==> src/rtl/riscv_muldiv.sv <==
// riscv_muldiv: RV32M/RV64M multiply/divide unit.
//   Multiply: shift-add, MUL_STEP multiplier bits per cycle, stops early when the
//   remaining multiplier is zero. Divide: restoring, one quotient bit per cycle,
//   starting at the highest nonzero byte of the dividend magnitude.
// Ports:
//   clock, reset            - rising-edge clock, synchronous active-high reset
//   in_valid/in_ready       - request handshake (ready only in IDLE)
//   in_funct3, in_s1, in_s2 - operation (M-extension funct3) and operands
//   flush                   - abandon any operation in flight
//   out_valid/out_ready     - result handshake; out_result is zero unless valid
//   busy                    - operation in CALC or DONE
module riscv_muldiv #(
    parameter int XLEN     = 32,
    parameter int MUL_STEP = 1
) (
    input  logic            clock,
    input  logic            reset,
    input  logic            in_valid,
    output logic            in_ready,
    input  logic [2:0]      in_funct3,
    input  logic [XLEN-1:0] in_s1,
    input  logic [XLEN-1:0] in_s2,
    input  logic            flush,
    output logic            out_valid,
    input  logic            out_ready,
    output logic [XLEN-1:0] out_result,
    output logic            busy
);
    localparam int CW = $clog2(XLEN) + 1;
    localparam logic [XLEN-1:0] SMIN = {1'b1, {(XLEN-1){1'b0}}};

    typedef enum logic [1:0] {IDLE, CALC, DONE} state_t;

    state_t              state_q;
    logic [2:0]          funct_q;
    logic                neg_q;
    logic [2*XLEN-1:0]   acc_q, mcand_q;
    logic [XLEN-1:0]     opb_q;      // multiplier (shifted down) or divisor
    logic [XLEN-1:0]     dvd_q;      // dividend bits in, quotient bits out
    logic [XLEN-1:0]     rem_q;
    logic [CW-1:0]       cnt_q;
    logic                out_valid_q;
    logic [XLEN-1:0]     out_result_q;

    // ---------------- accept-cycle decode ----------------
    logic            s1_sgn, s2_sgn, neg_d, fast_d;
    logic [XLEN-1:0] a_mag, b_mag, fast_res_d, dvd_init;
    int              nbytes;

    always_comb begin
        s1_sgn = 1'b0;
        s2_sgn = 1'b0;
        case (in_funct3)
            3'd0, 3'd1, 3'd4, 3'd6: begin
                s1_sgn = in_s1[XLEN-1];
                s2_sgn = in_s2[XLEN-1];
            end
            3'd2:    s1_sgn = in_s1[XLEN-1];
            default: ;
        endcase
        a_mag = s1_sgn ? -in_s1 : in_s1;
        b_mag = s2_sgn ? -in_s2 : in_s2;
        // remainder takes the dividend's sign; everything else the product of signs
        neg_d = (in_funct3 == 3'd6) ? s1_sgn : (s1_sgn ^ s2_sgn);

        fast_d     = 1'b0;
        fast_res_d = '0;
        if (!in_funct3[2]) begin
            fast_d = (in_s1 == '0) || (in_s2 == '0);
        end else if (in_s2 == '0) begin
            fast_d     = 1'b1;
            fast_res_d = in_funct3[1] ? in_s1 : '1;
        end else if (!in_funct3[0] && in_s1 == SMIN && in_s2 == '1) begin
            fast_d     = 1'b1;
            fast_res_d = in_funct3[1] ? '0 : in_s1;
        end

        // skip leading zero bytes of the dividend (at least one byte processed)
        nbytes = 1;
        for (int i = 0; i < XLEN/8; i++)
            if (a_mag[8*i +: 8] != 8'd0) nbytes = i + 1;
        dvd_init = a_mag << (XLEN - 8*nbytes);
    end

    // ---------------- CALC-cycle datapath ----------------
    logic [2*XLEN-1:0] acc_d, prod;
    logic [XLEN-1:0]   opb_d, dvd_d, rem_d, qr, res_d;
    logic [XLEN:0]     rem_t, diff;
    logic              qbit, last;

    always_comb begin
        acc_d = acc_q;
        for (int i = 0; i < MUL_STEP; i++)
            if (opb_q[i]) acc_d = acc_d + (mcand_q << i);
        opb_d = opb_q >> MUL_STEP;

        rem_t = {rem_q, dvd_q[XLEN-1]};
        diff  = rem_t - {1'b0, opb_q};
        qbit  = ~diff[XLEN];           // no borrow: partial remainder >= divisor
        rem_d = qbit ? diff[XLEN-1:0] : rem_t[XLEN-1:0];
        dvd_d = {dvd_q[XLEN-2:0], qbit};

        last = funct_q[2] ? (cnt_q == CW'(1)) : (opb_d == '0);

        prod = neg_q ? -acc_d : acc_d;
        qr   = funct_q[1] ? rem_d : dvd_d;
        if (funct_q[2])          res_d = neg_q ? -qr : qr;
        else if (funct_q == 3'd0) res_d = prod[XLEN-1:0];
        else                     res_d = prod[2*XLEN-1:XLEN];
    end

    // ---------------- FSM ----------------
    always_ff @(posedge clock) begin
        if (reset || flush) begin
            state_q      <= IDLE;
            out_valid_q  <= 1'b0;
            out_result_q <= '0;
        end else begin
            case (state_q)
                IDLE: if (in_valid) begin
                    funct_q <= in_funct3;
                    neg_q   <= neg_d;
                    acc_q   <= '0;
                    mcand_q <= {{XLEN{1'b0}}, a_mag};
                    opb_q   <= b_mag;
                    dvd_q   <= dvd_init;
                    rem_q   <= '0;
                    cnt_q   <= CW'(8*nbytes);
                    if (fast_d) begin
                        out_result_q <= fast_res_d;
                        out_valid_q  <= 1'b1;
                        state_q      <= DONE;
                    end else begin
                        state_q      <= CALC;
                    end
                end
                CALC: begin
                    if (funct_q[2]) begin
                        dvd_q <= dvd_d;
                        rem_q <= rem_d;
                        cnt_q <= cnt_q - CW'(1);
                    end else begin
                        acc_q   <= acc_d;
                        mcand_q <= mcand_q << MUL_STEP;
                        opb_q   <= opb_d;
                    end
                    if (last) begin
                        out_result_q <= res_d;
                        out_valid_q  <= 1'b1;
                        state_q      <= DONE;
                    end
                end
                DONE: if (out_ready) begin
                    out_result_q <= '0;
                    out_valid_q  <= 1'b0;
                    state_q      <= IDLE;
                end
                default: state_q <= IDLE;
            endcase
        end
    end

    assign in_ready   = (state_q == IDLE);
    assign busy       = (state_q != IDLE);
    assign out_valid  = out_valid_q;
    assign out_result = out_result_q;
endmodule

==> config.mk <==
export PLATFORM = sky130hd
export DESIGN_NAME = riscv_muldiv
export DESIGN_NICKNAME = d
export VERILOG_FILES = /design/src/rtl/riscv_muldiv.sv
export SDC_FILE = /design/constraint.sdc
export NUM_CORES = 1
export LEC_CHECK = 0
export CORE_UTILIZATION = 30
export DETAILED_ROUTE_END_ITERATION = 16
export GPL_ROUTABILITY_DRIVEN = 0
export GPL_TIMING_DRIVEN = 0
export REMOVE_ABC_BUFFERS = 1
export SYNTH_ARGS = -nofsm -noshare
export SYNTH_HDL_FRONTEND = slang
export SYNTH_SLANG_ARGS = --single-unit
==> constraint.sdc <==
create_clock -name clock -period 12.7 [get_ports clock]
set_input_delay 1.905 -clock clock [delete_from_list [all_inputs] [get_ports clock]]
set_output_delay 1.905 -clock clock [all_outputs]
set_load 0.02 [all_outputs]
# [Word-level counts from Yosys, hierarchy flattened]
# Cells that the tools add are included.
[classes] add_sub_neg=8 n_eq_ne=15 shift=1 mux=57 bitwise=3 n_reduce_logical=24
[op_table] operator="$mux 32" count=22
[op_table] operator="$mux 64" count=6
[op_table] operator="$pmux 64 s2" count=2
[op_table] operator="$pmux 32 s2" count=3
[op_table] operator="$logic_not 32->1" count=3
[op_table] operator="$neg 32->32" count=3
[op_table] operator="$pmux 32 s3" count=1
[op_table] operator="$add 64x64->64" count=1
[op_table] operator="$eq 32x32->1 const B" count=2
[op_table] operator="$neg 64->64" count=1
[op_table] operator="$mux 29" count=2
[op_table] operator="$sub 33x32->33" count=1
[op_table] operator="$shl 32x32->32" count=1
[op_table] operator="$sub 7x32->32 const A" count=1
[op_table] operator="$reduce_bool 8->1" count=3
[op_table] operator="$mux 6" count=2
[op_table] operator="$pmux 6 s2" count=1
[op_table] operator="$mux 1" count=11
[op_table] operator="$mux 2" count=5
[op_table] operator="$ne 2x2->1 const B" count=5
[op_table] operator="$reduce_and 4->1" count=2
[op_table] operator="$eq 3x3->1 const B" count=2
[op_table] operator="$eq 6x1->1 const B" count=1
[op_table] operator="$logic_not 3->1" count=2
[op_table] operator="20 further kinds" count=25
[totals] ff_bits=269 inputBits=72 out_inout_bits=35

# [Depth between registers and ports, before layout]
# Gate-level depths: netlist of run 1.
[depth] depth_word=12 depth_mapped=25

# [Worst setup path before layout of run 1]
# No wires, ideal clock.
[synth_timing] path_type="input -> register" from="input flush" to="register acc_q[0] (enable)" arrival_time_ns=10.047 t_required_ns=11.967 setup_slack_ns=1.920 cell_stages=3 path_buffers=0 path_cell_list="nor2_1 o211ai_1 a21oi_1"
[synth_via] elab_chain_len=3
[synth_lines] item="start, declared" line="23" text="input logic flush,"
[synth_lines] item="$logic_or 1x1->1" line="114" text="if (reset || flush) begin"
[synth_lines] item="$not 1->1 (no source line)"
[synth_lines] item="$reduce_and 4->1 (no source line)"
[synth_lines] item="end signal, assigned" line="123" text="acc_q <= '0;"
[synth_lines] item="end signal, assigned" line="143" text="acc_q <= acc_d;"
[synth_lines] item="end, declared" line="37" text="logic [2*XLEN-1:0] acc_q, mcand_q;"
# No other way between the ends.
# A chain may end at the register's enable or synchronous reset.

# [Worst setup path after layout of run 1]
[layout_timing] from="register opb_q[0]" to="register out_result_q[25] (netlist: out_result[25])"
[layout_via] elab_chain_len=8 word_cells_on_any_way=13 classes_between="add/sub (3); mux (9); bitwise (1)"
[layout_lines] item="start, declared" line="38" text="logic [XLEN-1:0] opb_q;"
[layout_lines] item="start signal, assigned" line="125" text="opb_q <= b_mag;"
[layout_lines] item="start signal, assigned" line="145" text="opb_q <= opb_d;"
[layout_lines] item="$sub 33x32->33" line="98" text="diff = rem_t - {1'b0, opb_q};"
[layout_lines] item="$mux 32 / $not 1->1 (equally long branches)" line="100, 99"
[layout_lines] item="$mux 32" line="106" text="qr = funct_q[1] ? rem_d : dvd_d;"
[layout_lines] item="$neg 32->32" line="107" text="if (funct_q[2]) res_d = neg_q ? -qr : qr;"
[layout_lines] item="$mux 32" line="107"
[layout_lines] item="$mux 32 (*)" line="107"
[layout_lines] item="$mux 32 (*)" line="147" text="if (last) begin"
[layout_lines] item="$pmux 32 s3 (*)" line="119" text="case (state_q)"
[layout_lines] item="end signal, assigned" line="130" text="out_result_q <= fast_res_d;"
[layout_lines] item="end signal, assigned" line="148" text="out_result_q <= res_d;"
[layout_lines] item="end, declared" line="43" text="logic [XLEN-1:0] out_result_q;"
# Mark *: on every way between the ends. The rest lies on a longest branch, timed or not. The select of a mux whose other input is x is not followed.

==> results of run 1 <==
==> placed cells by master, fill, tap and decap left out, drive strengths merged, types with 55 or more instances in the layout <==
| cell type | instances |
|---|---|
| xnor2 | 88 |
| clkdlybuf4s50 | 106 |
| nor3 | 95 |
| nand3 | 67 |
| xor2 | 78 |
| edfxtp | 234 |
| a21oi | 267 |
| nand4 | 83 |
| nand2 | 316 |
| nor2b | 72 |
| mux2i | 55 |
| o21ai | 266 |
| inv | 101 |
| and2 | 93 |
| nor2 | 247 |
| ha | 106 |
==> flip-flops by register name, indices dropped and copies added, names as in the netlist <==
name and flops:
acc_q 64, mcand_q 64, dvd_q 32, opb_q 32, out_result 32, rem_q 32, cnt_q 6, funct_q 3
state_q 2, neg_q 1, out_valid 1
==> layout make-up <==
type                            instances  area share
Tap cell                             1144      0.0489
Sequential cell                       269       0.264
Clock buffer                           48      0.0336
Antenna cell                            3    0.000256
Timing Repair Buffer                  142      0.0608
Clock inverter                         14     0.00346
Multi-Input combinational cell       2599       0.576
Inverter                              101      0.0129
==> cell families after synthesis <==
kind of cell | count (synthesis) | share of synthesized area
muxes | 95 | 0.0389
buffers and inverters | 296 | 0.0461
DFF | 269 | 0.301
and+or+nand+nor | 1210 | 0.244
xor gates and xnor gates | 166 | 0.0565
AOI/OAI and AO/OA | 1020 | 0.261
adders and majority gates | 108 | 0.0531
==> worst reg2reg max path, delay by kind of cell (launching register included) <==
kind            cells  cell delay [ns]
simple gates        4             2.83
compound gates      8             2.47
fa+ha+maj           2             0.67
flops               1             0.50
xor+xnor            1             0.33
buf+inv             1             0.05
==> routing by layer <==
metal | GRT usage | up-vias | wire [µm]
met1 | 0.290 | 12000 | 40700
met3 | 0.0329 | 174 | 8410
met4 | 0.0706 | 10 | 3150
li1 | - | 11900 | -
met2 | 0.324 | 1117 | 40600
met5 | 0 | - | 56
==> power groups by stage <==
stage | Combinational [mW] | Clock (mW) | Sequential [mW]
after floorplan | 0.581 | 0 | 1.08
after global placement | 0.840 | 0 | 1.11
after detailed placement | 0.859 | 0 | 1.08
after CTS | 0.864 | 1.00 | 1.06
after global routing | 0.957 | 1.03 | 1.07
final | 0.883 | 0.987 | 1.06
==> how the worst min path moves through the flow <==
stage	endpoint	depth (start not counted)	from
finish	out_result[3]	2	out_result[3]
global route	out_result[3]	2	out_result[3]
CTS	out_result[3]	2	out_result[3]
detailed placement	out_result[3]	2	out_result[3]
global placement	out_result[3]	2	out_result[3]
floorplan	dvd_q[22]	2	dvd_q[21]
==> through the flow <==
step                instance area (µm²)  utilization  hold WS (ns)
finish                            29300        0.345         0.496
global route                      29300        0.344         0.562
CTS                               29300        0.344         0.500
detailed placement                28200        0.332         0.489
global placement                  27400        0.322         0.475
floorplan                         24900            -         0.517
==> metrics.md, run 1 <==
| Metric | Value |
|---|---|
| GRT overflow | `0` |
| Endpoint type of the worst setup path | `flop` |
| Buf+Inv Stages, Crit Path | `1` |
| Die ar. | `approximately 87000 µm²` |
| R2r setup slk | `approximately 5.8 ns` |
| DRT iter0 DRCs | `around 2.5k` |
| Die Ht | `between 200 and 300 µm` |
| Final Setup Violations | `0` |
| Slew of the pin with the lowest slew margin | `~1.4 ns` |
| Combinational power share | `0.301` |
| Post-route minimum period | `a little under 7 ns` |
| Finished Layout Cells | `4320` |
| CTS Sinks | `about 270` |
| Width of the die | `between 200 and 300 µm` |
| Clk slew on worst S/H paths | `approximately 0.060 ns` |
| Reg area | `between 7000 and 8000 µm²` |
| GRT Util Overall | `0.208` |
| WP data arrival | `approximately 7.4 ns` |
| Total number of vias | `~25k` |
| Cells after Synth | `around 3.2k` |
| Worst-case clock buffer depth | `3` |
| Post-route antenna net violation count | `0` |
| Status | `finished, final reports clean` |
| Worst setup margin | `roughly 5.8 ns` |
| Worst path slowest cell | `nand2_1` |
| Pint | `~1.9 mW` |
| Mapped Area | `approximately 26000 µm²` |
| EDFF count, synth | `between 200 and 250` |
| Final Skew | `0.0251 ns` |
| Power Total | `2.93 mW` |
| Static Leak | `between 9 and 10 nW` |
| CP Launch Point | `opb_q[0]` |
| RSZ-0062 raised after global routing | `no` |
| Psw | `between 1 and 1.5 mW` |
| WP data required | `between 10 and 15 ns` |
| Hold/Removal Path Class | `reg2reg` |
| Critical Path Source Type | `flop` |
| CORE AREA | `85000 µm²` |
| Starting Density | `0.302` |
| I/O Buffers | `106` |
| First-pass GRT wire length | `between 100 and 150 mm` |
| End of the critical path | `out_result[25]` |
| Max_cap viols | `0` |
| Row count | `107` |
| FF-to-FF End | `out_result[25]` |
| Sequential share of the synthesized area | `0.301` |
| Area of the multi-input gates | `16900 µm²` |
| Nets | `3328` |
| Slew Limit Headroom | `0.0464` |
| Num CTS Buffers | `35` |
| Clock Latency Late Sink | `0.56 ns` |
| Critical-path cell list | `ha_1 > inv_1 > fa_1 > a211oi_2 > o211ai_2 > nand3_1 > a211oi_2 > nor3_2 > nand2_1 > a311oi_1 > or3b_2 > o41ai_2 > o211ai_1 > xor2_1 > a21oi_1 > a31oi_1` |
| Fin. max-slew vios | `0` |
| Initial antenna violation count | `8` |
| RR Startpoint | `opb_q[0]` |
| Max Clock Freq | `0.144 GHz` |
| FF+latch count, synth | `269` |
| Critical path depth | `16` |
| Largest stage delay on the critical path | `around 1.1 ns` |
| Final Hold Violating Endpoints | `0` |
| Post-CTS sizing | `0` |
| Pwr dens | `100 nW/µm²` |
| Share of power burned in the clock network | `0.336` |
| Setup_tns | `0 ns` |
| Distinct cells, synth | `about 110` |
| Fraction of registers with async set/reset | `0` |
| Post-place setup slack | `5.58 ns` |
| Avg Inst Size Synth | `between 8 and 9 µm²` |
| Layout cells sized above 1 | `0.0697` |
| Most instantiated library cell after synthesis | `nand2_1` |
| Yosys warning count | `0` |
| # IOs | `between 100 and 150` |
| Synth area leaders | `edfxtp_1 27%, ha_1 5.2%, a21oi_1 5.1%` |
| Switching share of total power | `0.352` |
| Max H-tree Level | `2` |
| Largest net degree at the start of global routing | `slightly below 100` |
| WL/cell | `between 20 and 25 µm` |
| Reg2Reg Depth | `16` |
| Most used cell, CP | `a211oi_2` |
| P&R area growth vs syn | `13.9%` |
| Root buf cell | `clkbuf_16` |
| Detail Placement HPWL | `a little over 70 mm` |
| Cell taking the most area after synthesis | `edfxtp_1` |
| Yosys top cell area share | `0.273` |
| Drt drc | `0` |
| Setup repair bufs after CTS | `0` |
| # hold bufs at CTS | `0` |
| Drt total wl | `around 93 mm` |
| Crit-path max FO | `37` |
| Final period util | `0.546` |
| Top_reg_cell synth | `edfxtp_1` |
| CTS tree | `done` |
| Register share of total power | `0.363` |
| # fillers | `approximately 8.9k` |
| Kind of cell adding the most delay to the critical path | `simple AND/OR/NAND/NOR gates` |
| Crit path kind | `reg2reg` |
| Synth cell count leaders | `314 x nand2_1, 260 x a21oi_1, 250 x o21ai_0` |
| DRT Pass-1 Iters | `6` |
| Peak supply drop | `0.0707 mV` |
| Via density | `between 5 and 6` |
| Vias in the first global route | `23.1k` |
| Number of cells after detailed placement | `4254` |
Note: power is estimated with default switching activity, not from simulation.
==> run 2, diff against run 1 <==
==> constraint.sdc (replaced) <==
create_clock -name clock -period 6.2 [get_ports clock]
set_input_delay 0.93 -clock clock [delete_from_list [all_inputs] [get_ports clock]]
set_output_delay 0.93 -clock clock [all_outputs]
set_load 0.02 [all_outputs]
==> metrics.md, run 2 (same netlist as run 1, synthesis figures left out) <==
| Metric | Value |
|---|---|
| Psw | `2.12 mW (+110%)` |
| # hold bufs at CTS | `0 (unchanged)` |
| Final Skew | `0.0290 ns (+0.00384 ns)` |
| Static Leak | `9.94 nW (+0.23%)` |
| Layout cells sized above 1 | `0.0718 (+0.00212)` |
| RSZ-0062 raised after global routing | `no` |
| Clk slew on worst S/H paths | `0.07 ns (about the same)` |
| CTS Sinks | `269 (unchanged)` |
| Setup_tns | `0 ns (unchanged)` |
| Busiest grt layer | `met2` |
| DRT iter0 DRCs | `2515 (-0.47%)` |
| Met2 usage | `0.325 (+0.00103)` |
| GRT overflow | `0 (unchanged)` |
| Final period util | `0.981 (+0.435)` |
| Post-place instance area | `28200 µm² (unchanged)` |
| Max Clock Freq | `0.164 GHz (+14%)` |
| Status | `finished, final reports clean` |
| Buf+Inv Stages, Crit Path | `0 (-1)` |
| Critical-path cell list | `ha_1 > nand4_1 > nor3_1 > nand2_1 > a2111oi_2 > o31ai_1 > a31oi_2 > nand4_1 > nor4_4 > nand4_2 > a31oi_1 > nor2_1 > o311ai_0 > a31oi_1` |
| Final Hold Violating Endpoints | `0 (unchanged)` |
| FF-to-FF End | `out_result[10]` |
| RR Startpoint | `mcand_q[30]` |
| Endpoint type of the worst setup path | `flop` |
| Hold/Removal Path Class | `reg2reg` |
| Peak supply drop | `0.143 mV (+100%)` |
| Commonest non-fill, non-tap cells in the layout | `313 x nand2_1, 258 x a21oi_1, 250 x o21ai_0` |
| Largest stage delay on the critical path | `0.74 ns (-0.37 ns)` |
| I/O Buffers | `106 (unchanged)` |
| WP data arrival | `6.48 ns (-0.94 ns)` |
| Final Setup Violations | `0 (unchanged)` |
| Reg2Reg Depth | `14 (-2)` |
| Hold depth | `2 (unchanged)` |
| DRT Pass-1 Iters | `5 (-1)` |
| Drt total wl | `93.1 mm (about the same)` |
| CTS tree | `done` |
| Met3 GRT Util | `0.0329 (unchanged)` |
| Pint | `3.90 mW (+110%)` |
| Post-route antenna net violation count | `0 (unchanged)` |
| Worst-case clock buffer depth | `3 (unchanged)` |
| R2r setup slk | `0.12 ns (-5.65 ns)` |
| Vias in the first global route | `23.1k (+0.091%)` |
| Hold Startpoint | `out_result[3]` |
| Post-route core utilization | `0.345 (+0.000721)` |
| Worst path slowest cell | `a2111oi_2` |
| Via density | `5.83 (-0.38%)` |
| Fin. max-slew vios | `0 (unchanged)` |
| Row count | `107 (unchanged)` |
| Crit path kind | `reg2reg` |
| Pwr dens | `205 nW/µm² (+100%)` |
| Total number of vias | `25.2k (-0.26%)` |
| Kind of cell adding the most delay to the critical path | `compound AO/OA/AOI/OAI gates` |
| CORE AREA | `85000 µm² (unchanged)` |
| WP data required | `6.60 ns (-6.58 ns)` |
| Drt drc | `0 (unchanged)` |
| Width of the die | `295 µm (unchanged)` |
| WHS Endpoint | `out_result[3]` |
| Die ar. | `86900 µm² (unchanged)` |
| Post-route minimum period | `6.08 ns (-0.855 ns)` |
| Register share of total power | `0.362 (about the same)` |
| Combinational power share | `0.302 (about the same)` |
| Detail Placement HPWL | `72.5 mm (unchanged)` |
| Biggest regs | `acc_q x64, mcand_q x64` |
| Die Ht | `295 µm (unchanged)` |
| Nets | `3332 (+0.12%)` |
| Switching share of total power | `0.352 (about the same)` |
| Critical Path Source Type | `flop` |
| P&R area growth vs syn | `14.1%` |
| # IOs | `107 (unchanged)` |
| Max H-tree Level | `2 (unchanged)` |
| Number of cells after detailed placement | `4254 (unchanged)` |
| Crit-path max FO | `12 (-68%)` |
| Starting Density | `0.302 (unchanged)` |
| Largest net degree at the start of global routing | `98 (unchanged)` |
| Slew of the pin with the lowest slew margin | `1.42 ns (-0.0138 ns)` |
| GRT Util Overall | `0.208 (+0.000344)` |
| Most common cell after layout, fill and taps aside | `nand2_1` |
| M1 GR Usage | `0.290 (about the same)` |
| Slew Limit Headroom | `0.0556 (+0.00921)` |
| Max_cap viols | `0 (unchanged)` |
| Finished Layout Cells | `4325 (+0.12%)` |
| Share of power burned in the clock network | `0.336 (about the same)` |
| Clock Latency Late Sink | `0.56 ns (about the same)` |
| Root buf cell | `clkbuf_16` |
| WL/cell | `21.5 µm (about the same)` |
| # fillers | `8918 (-0.056%)` |
| First-pass GRT wire length | `141 mm (+0.14%)` |
| Hold Slack | `0.495 ns (-0.00116 ns)` |
| Design Area, Final | `29400 µm² (+0.21%)` |
| Num CTS Buffers | `35 (unchanged)` |
| Initial antenna violation count | `8 (unchanged)` |
-- run 2: changes by cell type in the layout (fill, tap and decap cells not counted), sizes merged --
cell   previous run  this run
nor2            247       248
diode             3         4
buf              36        39
-- run 2: worst reg2reg max path, cell delays in order, from the launching register on --
cell       delay [ns]
edfxtp_1         0.48
ha_1             0.61
nand4_1          0.35
nor3_1           0.55
nand2_1          0.17
a2111oi_2        0.74
o31ai_1          0.18
a31oi_2          0.55
nand4_1          0.26
nor4_4           0.39
nand4_2          0.43
a31oi_1          0.30
nor2_1           0.06
o311ai_0         0.68
a31oi_1          0.18
-- run 2: repair_timing --
item / in CTS / in global routing
gates resized for setup: 2 / 4
gates cloned: 1 / 0
buffers inserted: 0 / 3
setup endpoints to repair: 5 / 11
pin swaps: 1 / 2
-- run 2: through the flow --
| stage | setup slack, ns | total power, mW |
|---|---|---|
| after detailed placement | -0.658 | 3.97 |
| after floorplan | -8.98 | 3.40 |
| after CTS | 0.0631 | 6.00 |
| after global placement | -25.38 | 3.99 |
| final | 0.118 | 6.02 |
| after global routing | 0.0162 | 6.27 |
-- run 2: cell type report --
type,instances,area [µm²],area share
antenna,4,10.0,0.000341
clock buffer,48,985,0.0335
clock inverter,14,101,0.00345
inverter,101,379,0.0129
multi-input combinational,2600,16900,0.576
sequential,269,7730,0.263
tap,1144,1430,0.0488
timing repair buffer,145,1800,0.0615
-- run 2: worst max-delay path by stage --
stage / cells after the start / start / slack, ns / to
after detailed placement: 16 / opb_q[0] / -0.66 / out_result[25]
final: 14 / mcand_q[30] / 0.12 / out_result[10]
after CTS: 20 / opb_q[0] / 0.06 / out_result[30]
after floorplan: 3 / state_q[1] / -8.98 / acc_q[0]
after global placement: 2 / state_q[0] / -25.38 / acc_q[39]
after global routing: 14 / mcand_q[30] / 0.02 / out_result[10]
-- run 2: power groups by stage --
stage	Combinational, mW	Sequential (mW)	Clock [mW]
after floorplan	1.19	2.21	0
after global placement	1.72	2.27	0
after detailed placement	1.76	2.21	0
after CTS	1.77	2.18	2.05
after global routing	1.97	2.19	2.11
final	1.82	2.18	2.02
-- run 2: layer usage --
layer	vias to the layer above	part of all wire
li1	11900	-
met1	12000	0.44
met2	1057	0.44
met3	172	0.084
met4	10	0.033
met5	-	0.00060
